File: src/rtl/divisor_16bits.sv
// ============================================================================
// Module   : divisor_16bits
// Brief    : Sequential restoring divider, one quotient bit per clock, with a
//            start/done handshake. Define DIVISOR_16BITS_SIGNED_EN for signed.
// Revision : 1.0 - initial release
// ============================================================================
`default_nettype none

module divisor_16bits #(
  parameter int WIDTH = 16
) (
  input  logic             clk,
  input  logic             rst_n,
  input  logic             start,
  input  logic [WIDTH-1:0] a,
  input  logic [WIDTH-1:0] b,
  output logic             busy,
  output logic             done,
  output logic [WIDTH-1:0] quotient,
  output logic [WIDTH-1:0] remainder,
  output logic             div_zero,
  output logic             overflow
);

  localparam int CW = (WIDTH > 2) ? $clog2(WIDTH) : 1;
  localparam logic [CW-1:0] LAST_CNT = CW'(WIDTH - 1);

  typedef enum logic [1:0] {
    S_IDLE = 2'd0,
    S_CALC = 2'd1,
    S_DONE = 2'd2
  } state_t;

  state_t           state_q, state_d;
  logic [CW-1:0]    cnt_q, cnt_d;
  logic [WIDTH-1:0] dvd_q, dvd_d;
  logic [WIDTH-1:0] dvs_q, dvs_d;
  logic [WIDTH-1:0] rem_q, rem_d;
  logic [WIDTH-1:0] quotient_q, quotient_d;
  logic [WIDTH-1:0] remainder_q, remainder_d;
  logic             div_zero_q, div_zero_d;
  logic             done_q, done_d;

  logic [WIDTH:0]   partial;
  logic [WIDTH:0]   diff;
  logic             borrow;
  logic [WIDTH-1:0] rem_next;
  logic [WIDTH-1:0] dvd_next;
  logic [WIDTH-1:0] mag_a;
  logic [WIDTH-1:0] mag_b;
  logic [WIDTH-1:0] q_final;
  logic [WIDTH-1:0] r_final;

`ifdef DIVISOR_16BITS_SIGNED_EN
  logic neg_q_q, neg_q_d;
  logic neg_r_q, neg_r_d;
  logic ovf_pend_q, ovf_pend_d;
  logic overflow_q, overflow_d;

  assign mag_a   = a[WIDTH-1] ? (~a + 1'b1) : a;
  assign mag_b   = b[WIDTH-1] ? (~b + 1'b1) : b;
  assign q_final = neg_q_q ? (~dvd_next + 1'b1) : dvd_next;
  assign r_final = neg_r_q ? (~rem_next + 1'b1) : rem_next;
  assign overflow = overflow_q;
`else
  assign mag_a   = a;
  assign mag_b   = b;
  assign q_final = dvd_next;
  assign r_final = rem_next;
  assign overflow = 1'b0;
`endif

  // The partial remainder keeps its carry-out bit, so divisors with the MSB
  // set still compare correctly; the borrow of the subtract is the decision.
  assign partial  = {rem_q, dvd_q[WIDTH-1]};
  assign diff     = partial - {1'b0, dvs_q};
  assign borrow   = diff[WIDTH];
  assign rem_next = borrow ? partial[WIDTH-1:0] : diff[WIDTH-1:0];
  assign dvd_next = {dvd_q[WIDTH-2:0], ~borrow};

  always_comb begin
    state_d     = state_q;
    cnt_d       = cnt_q;
    dvd_d       = dvd_q;
    dvs_d       = dvs_q;
    rem_d       = rem_q;
    quotient_d  = quotient_q;
    remainder_d = remainder_q;
    div_zero_d  = div_zero_q;
    done_d      = 1'b0;
`ifdef DIVISOR_16BITS_SIGNED_EN
    neg_q_d     = neg_q_q;
    neg_r_d     = neg_r_q;
    ovf_pend_d  = ovf_pend_q;
    overflow_d  = overflow_q;
`endif

    unique case (state_q)
      S_IDLE: begin
        if (start) begin
          div_zero_d = 1'b0;
`ifdef DIVISOR_16BITS_SIGNED_EN
          overflow_d = 1'b0;
          neg_q_d    = a[WIDTH-1] ^ b[WIDTH-1];
          neg_r_d    = a[WIDTH-1];
          ovf_pend_d = (a == {1'b1, {(WIDTH-1){1'b0}}}) && (b == {WIDTH{1'b1}});
`endif
          if (b == '0) begin
            // Divide by zero skips the iteration and reports immediately.
            quotient_d  = {WIDTH{1'b1}};
            remainder_d = a;
            div_zero_d  = 1'b1;
            state_d     = S_DONE;
          end else begin
            dvd_d   = mag_a;
            dvs_d   = mag_b;
            rem_d   = '0;
            cnt_d   = '0;
            state_d = S_CALC;
          end
        end
      end

      S_CALC: begin
        rem_d = rem_next;
        dvd_d = dvd_next;
        cnt_d = cnt_q + CW'(1);
        if (cnt_q == LAST_CNT) begin
          quotient_d  = q_final;
          remainder_d = r_final;
`ifdef DIVISOR_16BITS_SIGNED_EN
          overflow_d  = ovf_pend_q;
`endif
          state_d     = S_DONE;
        end
      end

      S_DONE: begin
        done_d  = 1'b1;
        state_d = S_IDLE;
      end

      default: state_d = S_IDLE;
    endcase
  end

  always_ff @(posedge clk or negedge rst_n) begin
    if (!rst_n) begin
      state_q     <= S_IDLE;
      cnt_q       <= '0;
      dvd_q       <= '0;
      dvs_q       <= '0;
      rem_q       <= '0;
      quotient_q  <= '0;
      remainder_q <= '0;
      div_zero_q  <= 1'b0;
      done_q      <= 1'b0;
    end else begin
      state_q     <= state_d;
      cnt_q       <= cnt_d;
      dvd_q       <= dvd_d;
      dvs_q       <= dvs_d;
      rem_q       <= rem_d;
      quotient_q  <= quotient_d;
      remainder_q <= remainder_d;
      div_zero_q  <= div_zero_d;
      done_q      <= done_d;
    end
  end

`ifdef DIVISOR_16BITS_SIGNED_EN
  always_ff @(posedge clk or negedge rst_n) begin
    if (!rst_n) begin
      neg_q_q    <= 1'b0;
      neg_r_q    <= 1'b0;
      ovf_pend_q <= 1'b0;
      overflow_q <= 1'b0;
    end else begin
      neg_q_q    <= neg_q_d;
      neg_r_q    <= neg_r_d;
      ovf_pend_q <= ovf_pend_d;
      overflow_q <= overflow_d;
    end
  end
`endif

  assign busy      = (state_q == S_CALC) || (state_q == S_DONE);
  assign done      = done_q;
  assign quotient  = quotient_q;
  assign remainder = remainder_q;
  assign div_zero  = div_zero_q;

endmodule

`default_nettype wire
File: config.mk
export PLATFORM = sky130hd
export DESIGN_NAME = divisor_16bits
export DESIGN_NICKNAME = d
export VERILOG_FILES = /design/src/rtl/divisor_16bits.sv
export SDC_FILE = /design/constraint.sdc
export NUM_CORES = 1
export LEC_CHECK = 0
export BUFFER_PORTS_ARGS = -buffer_cell sky130_fd_sc_hd__buf_2
export CAP_MARGIN = 20
export CELL_PAD_IN_SITES_DETAIL_PLACEMENT = 1
export CELL_PAD_IN_SITES_GLOBAL_PLACEMENT = 1
export CORE_AREA = 3 3 152 117
export CTS_CLUSTER_DIAMETER = 50
export DETAILED_ROUTE_END_ITERATION = 7
export DIE_AREA = 0 0 155 120
export HOLD_SLACK_MARGIN = 0.08
export PLACE_DENSITY = 0.63
export REMOVE_ABC_BUFFERS = 1
export SLEW_MARGIN = 20
export SYNTH_ARGS = -nofsm -noshare
export SYNTH_HDL_FRONTEND = slang
export SYNTH_SLANG_ARGS = --single-unit
File: constraint.sdc
create_clock -name clk -period 2.3 [get_ports clk]
set_input_delay 0.46 -clock clk [delete_from_list [all_inputs] [get_ports clk]]
set_output_delay 0.46 -clock clk [all_outputs]
set_load 0.02 [all_outputs]
==> flow_metrics.py, run 1 <==
metrics = {
    "power": {
        "ir_drop_mv": 0.594,
        "p_leak_nw": 3.12,
        "power_density_nw_per_um2": 1610,
    },
    "drt": {
        "drt.antenna.violating_nets": 0,
        "drt_iter0_markers": 176,
        "wl_mm": 15.6,
        "vias": 4553,
        "drt-pass1-iter-count": 4,
        "vias_per_cell": 4.92,
        "drc": 0,
        "wl_per_cell_um": 16.9,
    },
    "finish": {
        "fin_nets": 762,
        "layout_common_cells": "96 x buf_4, 88 x dfrtp_1, 75 x nand2_1, 69 x o21ai_0, 68 x buf_2",
        "syn_to_final_growth_pct": 43.2,
        "antenna_cells": 0,
        "final_common_cell": "buf_4",
        "drive_gt1_share_pct": 37.8,
        "fill_cells": 1912,
        "final_area_um2": 7010,
    },
    "timing": {
        "fmax_ghz": 0.399,
        "fin_crit_sh_pct": 109,
        "finalSetupViolCount": 34,
        "finalSetupTns_ps": -3280,
        "drv_slew": 0,
        "clock_skew_ps": 10.6,
        "slew_headroom_pct": 58.5,
        "setup_ws_ps": -205,
        "finalCriticalPeriod_ps": 2500,
        "hold_slack_ps": 336,
        "hold_violations": 0,
        "rsz0062_at_grt": "true",
        "worst_pin_slew_ps": 622,
    },
    "clock_tree": {
        "cts_made_buffers": 9,
        "cts_tree": "done",
        "clk_latency_ps": 350,
        "cts_sinks": 88,
        "root_buffer": "clkbuf_16",
        "cts_max_level": 3,
        "cts.clk_slew.worst_paths_ps": 60,
        "clockBufferDepth": 2,
    },
    "worst_setup_path": {
        "worst-setup-path-type": "flop to flop",
        "regToRegStartpoint": "dvs_q[0]$_DFFE_PN0P_",
        "worstPathRequired_ps": 2510,
        "critPathMaxFanout": 3,
        "r2r_cells": 11,
        "cp-start-kind": "flop",
        "cp.arrival_ps": 2710,
        "r2r_end": "remainder[11]$_DFFE_PN0P_",
        "ff2ff_setup_slack_ps": -200,
        "end_kind": "flop",
    },
    "hold_path": {
        "hold_path_depth": 3,
        "hold_end": "dvs_q[9]$_DFFE_PN0P_",
        "holdCritStartpoint": "b[9]",
        "hold_path_class": "primary input to flop",
    },
    "floorplan": {
        "start_util_pct": 29.5,
        "core_um2": 16600,
        "dieArea_um2": 18600,
        "io_pins": 71,
        "die_w_um": 155,
        "dieHeight_um": 120,
        "row_count": 41,
    },
    "global_route": {
        "grt_pass1_wl_mm": 25.5,
        "grt_max_degree": 42,
        "grt_pass1_vias": 5006,
        "grt_usage_pct": 17.2,
        "antenna_found_initial": 0,
        "grt-ovfl-total": 0,
    },
    "logic_synthesis": {
        "async_flop_share_pct": 100,
        "yosys-top-cells-area": "dfrtp_1 45%, o21ai_0 7.9%, nand2_1 5.8%",
        "ys.flop_type": "dfrtp_1",
        "synth_cells": 542,
        "synth.cell_area_um2": 4890,
        "synth_seq_area_share_pct": 45.0,
        "synth_top_area_share_pct": 45.0,
        "synth.distinct_cells": 63,
        "synth_edf_count": 0,
        "yosys_warnings": 0,
        "ys_ff_latch": 88,
        "synth.avg_cell_area_um2": 9.03,
        "yosys.area.top_type": "dfrtp_1",
    },
    "placed_design": {
        "dp_hpwl_mm": 11.4,
        "placed_cell_area_um2": 6230,
        "dpl_worst_slack_ps": -510,
        "io_buffers": 69,
        "gp_congestion": 0.840,
    },
    "run_status": {
        "status": "finished, violations left",
        "violations": "setup timing",
    },
    "job": {
        "maxCapViolCount": 0,
    },
}
[worst max path at each step]
| stage | startpoint | to | cells past startpoint |
|---|---|---|---|
| CTS | dvs_q[0]$_DFFE_PN0P_ | remainder[11]$_DFFE_PN0P_ | 11 |
| finish | dvs_q[0]$_DFFE_PN0P_ | remainder[11]$_DFFE_PN0P_ | 11 |
| detailed placement | dvd_q[15]$_DFFE_PN0P_ | remainder[14]$_DFFE_PN0P_ | 12 |
| global route | dvs_q[0]$_DFFE_PN0P_ | remainder[11]$_DFFE_PN0P_ | 11 |
| global placement | dvd_q[15]$_DFFE_PN0P_ | remainder[14]$_DFFE_PN0P_ | 12 |
| floorplan | state_q[1]$_DFFE_PN0P_ | quotient[0]$_DFFE_PN0P_ | 6 |
[layout make-up]
class / instances / area, µm² / share of cell area (%)
multi-input combinational: 387 / 2780 / 39.6
sequential: 88 / 2200 / 31.4
timing repair buffer: 183 / 1340 / 19.1
tap: 215 / 269 / 3.84
clock buffer: 13 / 240 / 3.43
inverter: 37 / 139 / 1.98
clock inverter: 3 / 42.5 / 0.607
[metrics by stage]
stage	cells	util (%)	power (mW)
global route	926	42.3	12.2
detailed placement	900	37.6	8.72
finish	926	42.3	11.3
floorplan	512	-	5.94
CTS	924	41.3	10.8
global placement	900	37.6	8.50
[worst max-delay path, cell delays in order (launching register included)]
cell and delay [ps]:
dfrtp_1 410, ha_4 170, fa_2 330, nand2b_4 160
a21oi_4 160, o21ai_4 80, o21ai_4 200, buf_6 150
xor2_4 210, buf_12 160, mux2i_4 230, a31oi_1 100
[timing repair]
item	4_1_cts	5_1_grt
hold buffers	1	0
pin swaps	23	27
gates resized for setup	53	37
gates cloned	1	0
buffers inserted	7	4
endpoints found under the hold margin	26	0
setup endpoints to repair	34	34
[synth_stat cells, types with 3 or more instances]
| master | n |
|---|---|
| nand2b_1 | 10 |
| xnor2_1 | 4 |
| a21o_1 | 3 |
| nor4_1 | 6 |
| buf_2 | 5 |
| a31oi_1 | 20 |
| o21ai_0 | 77 |
| nor3_2 | 4 |
| o21ai_1 | 9 |
| ha_1 | 20 |
| a21boi_0 | 14 |
| o22ai_1 | 4 |
| buf_4 | 4 |
| nand3_1 | 9 |
| dfrtp_1 | 88 |
| nand2_1 | 75 |
| nor3_1 | 6 |
| clkbuf_1 | 16 |
| inv_1 | 37 |
| mux2i_1 | 10 |
| xor2_1 | 4 |
| a21oi_1 | 29 |
| nor2_1 | 35 |
| buf_6 | 3 |
| o211ai_1 | 5 |
[kinds of logic after synthesis]
family          count (synthesis)  synth area share (%)
other cells                     1                0.0767
fa+ha+maj                      21                  5.52
mux                            12                  2.51
compound gates                184                  23.1
xor+xnor                       10                  2.56
buf+inv                        67                  6.04
simple gates                  159                  15.2
flops                          88                  45.0
[where the power goes]
group / switching [mW] / internal, mW / total, mW / leakage [nW]
logic: 3.91 / 3.25 / 7.17 / 1.91
registers: 0.439 / 2.25 / 2.68 / 1.08
clock network: 0.609 / 0.842 / 1.45 / 0.134
[routing by layer]
layer  up-vias  global-route usage (%)  wire (µm)
li1       2216                       -          -
met1      2269                    22.4       7300
met2        58                    29.2       7690
met3        10                    3.28        461
met4         0                    4.91        181
met5         -                       0          0
[registers in the layout, summed over array words and instances, names as in the netlist]
name	count
quotient	16
remainder	16
dvs_q	16
rem_q	16
cnt_q	4
dvd_q	16
done	1
state_q	2
div_zero	1
Note: power is estimated with default switching activity, not from simulation.
==> inputs of run 2 (changes only) <==
--- a/config.mk
+++ b/config.mk
@@ -7,14 +7,15 @@
 export LEC_CHECK = 0
 export BUFFER_PORTS_ARGS = -buffer_cell sky130_fd_sc_hd__buf_2
 export CAP_MARGIN = 20
-export CELL_PAD_IN_SITES_DETAIL_PLACEMENT = 1
+export CELL_PAD_IN_SITES_DETAIL_PLACEMENT = 0
 export CELL_PAD_IN_SITES_GLOBAL_PLACEMENT = 1
-export CORE_AREA = 3 3 152 117
+export CORE_AREA = 3 3 154 119
 export CTS_CLUSTER_DIAMETER = 50
 export DETAILED_ROUTE_END_ITERATION = 7
-export DIE_AREA = 0 0 155 120
+export DIE_AREA = 0 0 157 122
 export HOLD_SLACK_MARGIN = 0.08
-export PLACE_DENSITY = 0.63
+export MAX_ROUTING_LAYER = met4
+export PLACE_DENSITY = 0.62
 export REMOVE_ABC_BUFFERS = 1
 export SLEW_MARGIN = 20
 export SYNTH_ARGS = -nofsm -noshare
==> run 2 against run 1 <==
Against the previous run: the flow still finishes with violations (setup timing); flip-flop and latch count did not move; clock power is essentially flat; via count fell by 1.1%; largest cell class unchanged; highest routed layer unchanged.
==> flow_metrics.py, run 2 (synthesized netlist as in run 1, its figures left out) <==
metrics = {
    "run_status": {
        "status": "finished, violations left",
        "violations": "setup timing",
    },
    "drt": {
        "drt_iter0_markers": 262,
        "drc": 0,
        "vias": 4503,
        "wl_mm": 14.5,
        "drt-pass1-iter-count": 6,
        "wl_per_cell_um": 15.5,
        "drt.antenna.violating_nets": 0,
        "vias_per_cell": 4.83,
    },
    "global_route": {
        "grt_pass1_vias": 4572,
        "grt_max_degree": 42,
        "antenna_found_initial": 0,
        "grt_usage_pct": 15.9,
        "grt-ovfl-total": 0,
        "grt_pass1_wl_mm": 23.5,
    },
    "power": {
        "power_mw": 11.3,
        "ir_drop_mv": 0.635,
        "p_sw_mw": 4.98,
        "power_density_nw_per_um2": 1590,
        "clockPowerShare_pct": 12.7,
        "pwr-share-seq_pct": 23.6,
        "p_int_mw": 6.27,
        "sw_frac_of_total_pct": 44.3,
        "p_leak_nw": 3.18,
        "pwr-share-comb_pct": 63.7,
    },
    "timing": {
        "fin_crit_sh_pct": 111,
        "setup_ws_ps": -249,
        "clock_skew_ps": 8.35,
        "fmax_ghz": 0.392,
        "finalCriticalPeriod_ps": 2550,
        "hold_violations": 0,
        "rsz0062_at_grt": "true",
        "drv_slew": 0,
        "slew_headroom_pct": 60.5,
        "hold_slack_ps": 99.4,
        "finalSetupViolCount": 34,
        "worst_pin_slew_ps": 593,
        "finalSetupTns_ps": -4700,
    },
    "finish": {
        "antenna_cells": 0,
        "layout_common_cells": "109 x buf_4, 88 x dfrtp_1, 75 x nand2_1, 69 x o21ai_0, 68 x buf_2",
        "syn_to_final_growth_pct": 44.8,
        "fin_nets": 769,
        "fill_cells": 1643,
        "finish.utilization_pct": 42.2,
        "final_common_cell": "buf_4",
        "final_area_um2": 7080,
        "drive_gt1_share_pct": 39.0,
    },
    "floorplan": {
        "core_um2": 16800,
        "dieArea_um2": 19200,
        "row_count": 41,
        "die_w_um": 157,
        "io_pins": 71,
        "start_util_pct": 29.2,
        "dieHeight_um": 122,
    },
    "worst_setup_path": {
        "crit_buf_inv": 2,
        "crit_family": "compound AO/OA/AOI/OAI gates",
        "worstPathRequired_ps": 2520,
        "slowest_stage": "dfrtp_1",
        "end_kind": "flop",
        "cp.depth": 11,
        "cp_cell_sequence": "inv_2, ha_4, fa_2, nand2b_4, a21oi_4, o21ai_4, o21ai_4, buf_6, xor2_4, mux2i_2, a31oi_1",
        "worst-setup-path-type": "flop to flop",
        "crit_top_cell": "o21ai_4",
        "critPathMaxFanout": 5,
        "ff2ff_setup_slack_ps": -250,
        "cp-start-kind": "flop",
        "slowest_delay_ps": 370,
        "r2r_cells": 11,
        "cp.arrival_ps": 2770,
    },
    "placed_design": {
        "dp_hpwl_mm": 10.6,
        "io_buffers": 69,
        "placed_cell_area_um2": 6260,
        "gp_congestion": 0.871,
    },
    "clock_tree": {
        "cts.clk_slew.worst_paths_ps": 70,
        "cts_max_level": 3,
        "clockBufferDepth": 2,
        "cts_hold_buf": 0,
        "root_buffer": "clkbuf_16",
        "cts_sinks": 88,
        "cts_tree": "done",
        "cts_made_buffers": 9,
        "clk_latency_ps": 340,
    },
    "hold_path": {
        "hold_path_class": "primary input to async pin",
    },
    "job": {
        "maxCapViolCount": 0,
    },
}
==> run 2: changes by cell type in the layout (fill, tap and decap cells not counted), moves of 3 or more <==
cell      before  now
a21oi_1       18   14
nor3_4         2    5
a31oi_1       18   15
a21oi_2        7   11
nor3_2         3    0
buf_4         96  109
clkbuf_1       4    1
buf_6         11    6
nor2_2         4    1
a31oi_4        0    5
==> run 2: layout make-up <==
class	count	area, µm²	area share (%)
clock buffer	11	243	3.43
clock inverter	5	40.0	0.565
inverter	37	139	1.96
multi-input combinational	387	2820	39.9
sequential	88	2200	31.1
tap	215	269	3.80
timing repair buffer	190	1370	19.3
==> run 2: routing by layer <==
metal	global-route usage, %	up-vias	wire length (µm)
li1	-	2235	-
met1	21.5	2172	7040
met2	24.9	77	6710
met3	3.02	19	553
met4	3.44	0	184
met5	-	-	0
==> run 2: final timing paths <==
kind / start / to
min reg2reg: dvd_q[2]$_DFFE_PN0P_ / dvd_q[2]$_DFFE_PN0P_
max in group asynchronous: rst_n / rem_q[14]$_DFFE_PN0P_
max reg2reg: dvd_q[15]$_DFFE_PN0P_ / remainder[11]$_DFFE_PN0P_
min in group clk: b[3] / dvs_q[3]$_DFFE_PN0P_
min: rst_n / quotient[2]$_DFFE_PN0P_
max: dvd_q[15]$_DFFE_PN0P_ / remainder[11]$_DFFE_PN0P_
==> run 2: through the flow <==
stage	worst slack, ps	instances
final	-249	933
after global routing	-339	933
after CTS	-274	928
after detailed placement	-584	903
after global placement	-475	903
after floorplan	-2030	512
==> run 2: worst reg2reg max path: stages, from the launching register on <==
cell and delay [ps]:
dfrtp_1 370, inv_2 60, ha_4 160, fa_2 340, nand2b_4 160, a21oi_4 160, o21ai_4 80, o21ai_4 210
buf_6 150, xor2_4 280, mux2i_2 330, a31oi_1 120
==> run 2: repair_timing <==
item	in CTS	in global routing
endpoints found under the setup margin	34	34
pin swaps	27	16
resized for setup	61	31
gates cloned	1	0
setup buffers	8	7
==> run 2: power by group through the flow <==
| stage | clock network, mW | registers (mW) | logic, mW |
|---|---|---|---|
| after CTS | 1.47 | 2.66 | 6.72 |
| after global routing | 1.52 | 2.76 | 7.86 |
| after floorplan | 0 | 2.96 | 2.98 |
| final | 1.43 | 2.66 | 7.17 |
| after global placement | 0 | 2.66 | 5.90 |
| after detailed placement | 0 | 2.67 | 5.96 |
==> inputs of run 3 (changes only) <==
--- a/config.mk
+++ b/config.mk
@@ -9,10 +9,10 @@
 export CAP_MARGIN = 20
 export CELL_PAD_IN_SITES_DETAIL_PLACEMENT = 0
 export CELL_PAD_IN_SITES_GLOBAL_PLACEMENT = 1
-export CORE_AREA = 3 3 154 119
+export CORE_AREA = 5 5 156 121
 export CTS_CLUSTER_DIAMETER = 50
 export DETAILED_ROUTE_END_ITERATION = 7
-export DIE_AREA = 0 0 157 122
+export DIE_AREA = 0 0 161 126
 export HOLD_SLACK_MARGIN = 0.08
 export MAX_ROUTING_LAYER = met4
 export PLACE_DENSITY = 0.62
==> run 3 against run 2 <==
Against the previous run: flip-flop and latch count unchanged; die area grew 5.9%; critical path depth rose by 1; final area up 0.67%; clock skew decreased by 0.57 ps; critical path type unchanged; combinational power shrank 2%; register-to-register slack gained 60 ps; the flow still finishes with violations (setup timing); utilization is 0.86 points lower; global-route usage fell by 0.34 points.
==> flow_metrics.py, run 3 (synthesized netlist as in run 1, its figures left out) <==
metrics = {
    "global_route": {
        "grt_usage_pct": 15.5,
        "grt_max_degree": 89,
        "grt_pass1_wl_mm": 24.4,
        "antenna_found_initial": 0,
        "grt-ovfl-total": 0,
        "grt_pass1_vias": 4602,
    },
    "timing": {
        "rsz0062_at_grt": "true",
        "finalSetupViolCount": 31,
        "hold_violations": 0,
        "worst_pin_slew_ps": 637,
        "slew_headroom_pct": 57.5,
        "clock_skew_ps": 7.79,
        "fmax_ghz": 0.402,
        "fin_crit_sh_pct": 108,
        "finalCriticalPeriod_ps": 2490,
        "setup_ws_ps": -189,
        "drv_slew": 0,
        "hold_slack_ps": 138,
    },
    "worst_setup_path": {
        "crit_path_start": "dvs_q[0]$_DFFE_PN0P_",
        "crit_family": "compound AO/OA/AOI/OAI gates",
        "slowest_delay_ps": 410,
        "cp.depth": 12,
        "crit_buf_inv": 3,
        "cp_cell_sequence": "ha_4, fa_2, nand2b_4, a21oi_4, o21ai_2, o21ai_4, buf_12, xnor2_4, buf_6, buf_6, o31a_1, o22ai_2",
        "crit_end": "remainder[12]$_DFFE_PN0P_",
        "regToRegStartpoint": "dvs_q[0]$_DFFE_PN0P_",
        "cp.arrival_ps": 2760,
        "ff2ff_setup_slack_ps": -190,
        "cp-start-kind": "flop",
        "worstPathRequired_ps": 2570,
        "r2r_end": "remainder[12]$_DFFE_PN0P_",
        "end_kind": "flop",
        "crit_top_cell": "buf_6",
        "critPathMaxFanout": 3,
        "worst-setup-path-type": "flop to flop",
        "slowest_stage": "dfrtp_1",
        "r2r_cells": 12,
    },
    "drt": {
        "vias": 4472,
        "drt.antenna.violating_nets": 0,
        "wl_per_cell_um": 15.8,
        "vias_per_cell": 4.74,
        "drt-pass1-iter-count": 6,
        "wl_mm": 15.0,
        "drt_iter0_markers": 248,
        "drc": 0,
    },
    "run_status": {
        "status": "finished, violations left",
        "violations": "setup timing",
    },
    "placed_design": {
        "gp_congestion": 0.915,
        "dp_cells": 910,
        "dp_hpwl_mm": 10.7,
        "io_buffers": 69,
    },
    "finish": {
        "layout_common_cells": "109 x buf_4, 88 x dfrtp_1, 75 x nand2_1, 70 x o21ai_0, 68 x buf_2",
        "antenna_cells": 0,
        "final_common_cell": "buf_4",
        "fill_cells": 1710,
        "drive_gt1_share_pct": 39.2,
        "stdcell_count": 944,
        "seq_area_um2": 2200,
        "multi_input_area_um2": 2800,
        "fin_nets": 775,
        "syn_to_final_growth_pct": 45.8,
    },
    "job": {
        "maxCapViolCount": 0,
    },
    "clock_tree": {
        "clockBufferDepth": 2,
        "clk_latency_ps": 350,
        "cts_made_buffers": 9,
        "cts_hold_buf": 0,
        "cts_max_level": 3,
        "cts.clk_slew.worst_paths_ps": 70,
        "root_buffer": "clkbuf_16",
        "cts_sinks": 88,
        "cts_tree": "done",
    },
    "floorplan": {
        "die_w_um": 161,
        "core_um2": 17200,
        "io_pins": 71,
        "row_count": 42,
        "dieArea_um2": 20300,
        "dieHeight_um": 126,
        "start_util_pct": 28.4,
    },
    "power": {
        "power_density_nw_per_um2": 1570,
        "ir_drop_mv": 0.529,
        "p_leak_nw": 3.18,
    },
    "hold_path": {
        "hold_path_class": "primary input to async pin",
    },
}
[run 3: cell count changes in the layout (fill, tap and decap cells not counted), moves of 4 or more]
cell | before | now
buf_6 | 6 | 12
ha_4 | 6 | 10
ha_1 | 14 | 9
a21oi_1 | 14 | 19
a31oi_4 | 5 | 1
a21oi_2 | 11 | 6
[run 3: worst min path at each step]
stage / from / slack, ps / depth (start not counted) / to
detailed placement: dvd_q[15]$_DFFE_PN0P_ / 480 / 2 / dvd_q[15]$_DFFE_PN0P_
CTS: rst_n / 180 / 2 / quotient[1]$_DFFE_PN0P_
finish: rst_n / 140 / 2 / quotient[1]$_DFFE_PN0P_
floorplan: rst_n / 160 / 0 / cnt_q[0]$_DFFE_PN0P_
global placement: dvd_q[15]$_DFFE_PN0P_ / 470 / 2 / dvd_q[15]$_DFFE_PN0P_
global route: rst_n / 180 / 2 / quotient[2]$_DFFE_PN0P_
[run 3: per-layer routing]
layer | share of wire [%] | vias to the layer above | track usage [%] | wire, µm
met3 | 4.5 | 18 | 3.76 | 671
met1 | 49 | 2124 | 21.2 | 7260
li1 | - | 2246 | - | -
met4 | 1.4 | 0 | 3.91 | 216
met2 | 46 | 84 | 23.4 | 6810
met5 | 0 | - | - | 0
[run 3: timing repair]
item                                    in CTS  in global routing
pin swaps                                   19                 30
cloned                                       1                  0
gates resized for setup                     47                 40
setup buffers                               16                  3
endpoints found under the setup margin      34                 36
[run 3: report_power, final]
part	internal, mW	switching [mW]
clock network	0.871	0.638
registers	2.24	0.414
logic	3.24	3.81
[run 3: final cells by class]
class                           count  share of cell area (%)
Clock buffer                       11                    3.40
Clock inverter                      5                   0.790
Inverter                           37                    1.95
Multi-Input combinational cell    388                    39.3
Sequential cell                    88                    30.9
Tap cell                          220                    3.86
Timing Repair Buffer              195                    19.8
[run 3: worst register-to-register path, cell delays in order, from the launching register on]
cell,delay (ps)
dfrtp_1,410
ha_4,170
fa_2,330
nand2b_4,160
a21oi_4,140
o21ai_2,100
o21ai_4,180
buf_12,130
xnor2_4,90
buf_6,150
buf_6,110
o31a_1,310
o22ai_2,140
[run 3: per-stage QoR]
step | utilization [%] | instance area (µm²) | setup WS, ps | power [mW] | TNS (ps)
floorplan | - | 4740 | -2030 | 5.94 | -89120
global placement | 36.3 | 6250 | -512 | 8.50 | -14990
detailed placement | 36.3 | 6250 | -558 | 8.54 | -17560
CTS | 40.2 | 6920 | -218 | 10.8 | -4520
global route | 41.4 | 7130 | -289 | 12.1 | -7060
finish | 41.4 | 7130 | -189 | 11.2 | -3050
